### src/rtl/tt_pad_rx.sv
// Receive side of a shared bidirectional line: synchronise, blank while driving/turnaround, deglitch.
// Latency: SYNC_STAGES+FILT_CYC clk edges from a stable pad change to z_o / strobe, once in RECV.
// Backpressure: none; free-running sampler, all outputs registered and valid every cycle.
module tt_pad_rx #(
    parameter int   SYNC_STAGES = 2,
    parameter int   TURN_CYC    = 2,
    parameter int   FILT_CYC    = 3,
    parameter logic RST_VAL     = 1'b0
) (
    input  logic clk,
    input  logic rst,
    input  logic pad_i,
    input  logic drv_en_n,
    output logic z_o,
    output logic rise_o,
    output logic fall_o,
    output logic rx_valid_o
);

    localparam int MAX_CNT = (TURN_CYC > FILT_CYC) ? TURN_CYC : FILT_CYC;
    localparam int CW      = $clog2(MAX_CNT + 1);

    // The turnaround count and the filter count are never live at the same
    // time (TURN vs RECV), so a single counter serves both.
    localparam logic [CW-1:0] TURN_LAST = CW'((TURN_CYC > 0) ? TURN_CYC - 1 : 0);
    localparam logic [CW-1:0] FILT_LAST = CW'(FILT_CYC - 1);

    typedef enum logic [1:0] {
        DRIVE = 2'd0,
        TURN  = 2'd1,
        RECV  = 2'd2
    } state_t;

    state_t                 state;
    logic [CW-1:0]          cnt;
    logic [SYNC_STAGES-1:0] sync;
    logic                   s;

    assign s = sync[SYNC_STAGES-1];

    // Metastability chain on the asynchronous pad; keeps running in every state
    // so the sampled value is already settled when blanking ends.
    always_ff @(posedge clk) begin
        if (rst) begin
            sync <= {SYNC_STAGES{RST_VAL}};
        end else begin
            sync <= {sync[SYNC_STAGES-2:0], pad_i};
        end
    end

    // Ownership FSM plus deglitch filter; local drive pre-empts everything.
    always_ff @(posedge clk) begin
        if (rst) begin
            state      <= DRIVE;
            cnt        <= '0;
            z_o        <= RST_VAL;
            rise_o     <= 1'b0;
            fall_o     <= 1'b0;
            rx_valid_o <= 1'b0;
        end else begin
            rise_o <= 1'b0;
            fall_o <= 1'b0;
            if (!drv_en_n) begin
                // Our own driver owns the line: hold z_o, drop any partial filter.
                state      <= DRIVE;
                cnt        <= '0;
                rx_valid_o <= 1'b0;
            end else begin
                case (state)
                    DRIVE: begin
                        cnt <= '0;
                        if (TURN_CYC == 0) begin
                            state      <= RECV;
                            rx_valid_o <= 1'b1;
                        end else begin
                            state <= TURN;
                        end
                    end
                    TURN: begin
                        // Line may still carry our own tail or the bus-keeper; ignore s.
                        if (cnt == TURN_LAST) begin
                            state      <= RECV;
                            cnt        <= '0;
                            rx_valid_o <= 1'b1;
                        end else begin
                            cnt <= cnt + 1'b1;
                        end
                    end
                    RECV: begin
                        if (s != z_o) begin
                            if (cnt == FILT_LAST) begin
                                z_o    <= s;
                                cnt    <= '0;
                                rise_o <= s;
                                fall_o <= ~s;
                            end else begin
                                cnt <= cnt + 1'b1;
                            end
                        end else begin
                            // Level came back before persisting: glitch rejected.
                            cnt <= '0;
                        end
                    end
                    default: begin
                        state      <= DRIVE;
                        cnt        <= '0;
                        rx_valid_o <= 1'b0;
                    end
                endcase
            end
        end
    end

endmodule
### config.mk
export PLATFORM = sky130hd
export DESIGN_NAME = tt_pad_rx
export DESIGN_NICKNAME = d
export VERILOG_FILES = /design/src/rtl/tt_pad_rx.sv
export SDC_FILE = /design/constraint.sdc
export NUM_CORES = 1
export LEC_CHECK = 0
export CORE_AREA = 2 2 39 41
export DETAILED_ROUTE_END_ITERATION = 6
export DIE_AREA = 0 0 41 43
export PLACE_DENSITY = 0.66
export SETUP_SLACK_MARGIN = 0.05
export SYNTH_ARGS = -nofsm -noshare
export SYNTH_HDL_FRONTEND = slang
export SYNTH_SLANG_ARGS = --single-unit
### constraint.sdc
create_clock -name clk -period 1.8 [get_ports clk]
set_clock_uncertainty 0.15 [all_clocks]
set_input_delay 0.54 -clock clk [delete_from_list [all_inputs] [get_ports clk]]
set_output_delay 0.54 -clock clk [all_outputs]
set_load 0.02 [all_outputs]
==> results of run 1 <==
## power by group
group          leakage, nW  switching, mW  internal [mW]  total (mW)
logic                0.158         0.0160         0.0196      0.0356
registers           0.0812        0.00300          0.226       0.229
clock network       0.0138         0.0704         0.0770       0.147
total                0.253         0.0894          0.322       0.412
## final timing paths
path,end
setup / recovery,z_o
hold / removal,sync[1]
setup reg to reg,rx_valid_o
hold reg to reg,sync[1]
## registers in the layout, indices dropped and copies added, names as in the netlist
register,cells
state,2
sync,2
cnt,2
fall_o,1
rise_o,1
rx_valid_o,1
z_o,1
## cell families after synthesis
group | Yosys count
AO/OA/AOI/OAI | 7
buffers and inverters | 4
AND/OR/NAND/NOR | 17
flip-flops | 10
adder cells (fa/ha/maj) | 3
multiplexers | 2
XOR/XNOR | 1
## layout by cell type, fill, tap and decap left out, types with 3 or more instances in the layout
| cell type | Yosys | routed |
|---|---|---|
| dfxtp_1 | 10 | 10 |
| nor2b_1 | 4 | 4 |
| dlygate4sd2_1 | 0 | 4 |
| inv_1 | 3 | 3 |
| nand2_1 | 3 | 3 |
| ha_1 | 3 | 3 |
| clkbuf_4 | 0 | 3 |
| clkdlybuf4s50_1 | 0 | 3 |
| buf_4 | 0 | 3 |
## metrics by stage
| step | worst slack (ns) | hold slack [ns] |
|---|---|---|
| global placement | 0.0855 | 0.267 |
| CTS | 0.161 | 0.297 |
| floorplan | 0.508 | 0.264 |
| finish | 0.179 | 0.289 |
| detailed placement | 0.0830 | 0.279 |
| global route | 0.127 | 0.310 |
## layout make-up
type,count,share of cell area
flip-flops and latches,10,0.352
multi-input cells,30,0.399
inverters,3,0.0198
clock buffers,3,0.0396
well taps,16,0.0352
repair buffers,10,0.154
## routing by layer
layer / up-vias / global-route usage / wire, µm
met1: 142 / 0.148 / 332
li1: 175 / - / -
met4: 0 / 0.120 / 33
met5: - / 0 / 0
met3: 4 / 0.0471 / 25
met2: 7 / 0.163 / 345
## what timing repair did
action / in CTS / in global routing
resized for setup: 4 / 0
buffers inserted: 0 / 0
hold endpoints to repair: 0 / 0
endpoints found under the setup margin: 4 / 0
==> impl_metrics.csv, run 1 <==
group,metric,value,unit
run_status,status,"complete, no violations",
synth,synth_nets,51,
layout,n_antenna_cell,0,
synth,synthAdderAreaFrac,0.0847,
clock_tree,cts_tree,"yes",
sta,tightestPinTransition,0.287,ns
placement,dp.cells,69,
die,die_area,1760,µm²
critical_path,crit_family,"flip-flops",
synth,ys_ff_latch,10,
clock_tree,cts-root-buf,"clkbuf_4",
global_route,grt_pass1_vias,337,
layout,nNetsFinal,65,
layout,seqCellArea,200,µm²
placement,place.gp.congestion,0.749,
sta,max_freq,617,MHz
layout,multi_input_area,226,µm²
synth,synth_seq_area_share,0.452,
run,cap_violations,0,
layout,final_area,568,µm²
synth,async_reset_ff_frac,0,
power,power_density,725,nW/µm²
synth,synth_cell_types,21,
routing,vias,328,
synth,synth_common_cells,"10 x dfxtp_1, 4 x nor2b_1, 3 x ha_1, 3 x inv_1, 3 x nand2_1",
critical_path,startpoint_type,"register",
layout,drive_gt1_frac,0.161,
synth,synth.cell_area,443,µm²
die,dieWidth,41,µm
synth,syn_inst,44,
hold_path,hold_class,"reg -> reg",
critical_path,cp.arrival,0.93,ns
power,p_leak,0.253,nW
routing,ant_nets,0,
hold_path,min_from,"sync[0]",
global_route,grt_pass1_wl,1390,µm
critical_path,slowest_stage,"dfxtp_1",
layout,final_util,0.410,
critical_path,cp.depth,1,
global_route,grt_usage,0.125,
synth,yosysWarnings,0,
synth,synth.area.mux_share,0.0452,
routing,dr.pass1.iters,4,
synth,synthXorXnorAreaFrac,0.0367,
layout,layout.cells.non_filler,72,
clock_tree,cts_buffers,3,
sta,hold_violations,0,
synth,synth_edf_count,0,
routing,routedWlPerCell,10.2,µm
sta,final-setup-viol-count,0,
critical_path,cp-startpoint,"z_o",
placement,io_buffers,7,
sta,report.final.slew_viol_count,0,
routing,viasPerCell,4.56,
placement,postPlaceCellArea,551,µm²
critical_path,cp_max_fo,2,
power,ir_drop,0.334,mV
critical_path,worst-r2r-setup-slack,0.46,ns
global_route,overflow,0,
clock_tree,holdBufCountCts,0,
die,fp.dieH,43,µm
routing,wl,737,µm
critical_path,cp_cell_sequence,"dlygate4sd2_1",
die,boundaryPins,8,
layout,syn2layout_area_growth,28.2,%
synth,synth_area_per_cell,10.1,µm²
hold_path,hold_path_depth,1,
synth,synth_top_family_by_area,"simple AND/OR/NAND/NOR gates",
critical_path,reg2regPathDepth,4,
clock_tree,path_clk_slew,0.06,ns
sta,slew_headroom,0.809,
placement,place.detailed.hpwl,605,µm
sta,timing.final.crit_share,0.901,
critical_path,slowest_delay,0.34,ns
sta,rsz0062_at_grt,"no",
die,design.core.area,1380,µm²
clock_tree,clkLatencyLatePin,0.26,ns
power,finalPower,0.412,mW
critical_path,r2r_start,"state[0]",
critical_path,worstSetupEndpointType,"primary output",
critical_path,worstPathRequired,1.11,ns
synth,synth_flop_cell,"dfxtp_1",
die,num_rows,14,
global_route,antenna_found_initial,0,
clock_tree,clockBufferDepth,2,
synth,synth_top_cell_by_area,"dfxtp_1",
die,initial_utilization,0.320,
synth,synth.most_common_cell,"dfxtp_1",
critical_path,path_class,"reg -> out",
layout,fillers,147,
critical_path,critPathBufInv,1,
synth,synth_top_area_frac,0.452,
sta,finalCriticalPeriod,1.62,ns
sta,fin_setup_tns,0,ns
synth,synth-simple-area-share,0.229,
synth,synth_compound_area_frac,0.116,
synth,yosys-top-cells-area,"dfxtp_1 45%, ha_1 8.5%, nor2b_1 5.6%, mux2i_1 4.5%, xor2_2 3.7%",
clock_tree,cts_max_level,1,
routing,drtIter0Drc,3,
clock_tree,numClockSinks,10,
routing,drcViolationCount,0,
global_route,grt_max_degree,9,
No activity file was read; power rests on OpenSTA's default activity.
==> run 2: changes to the inputs <==
--- a/config.mk
+++ b/config.mk
@@ -5,6 +5,7 @@
 export SDC_FILE = /design/constraint.sdc
 export NUM_CORES = 1
 export LEC_CHECK = 0
+export CAP_MARGIN = 25
 export CORE_AREA = 2 2 39 41
 export DETAILED_ROUTE_END_ITERATION = 6
 export DIE_AREA = 0 0 41 43
==> results of run 2 <==
No change in the layout: final DEF, timing and power equal those of run 1.
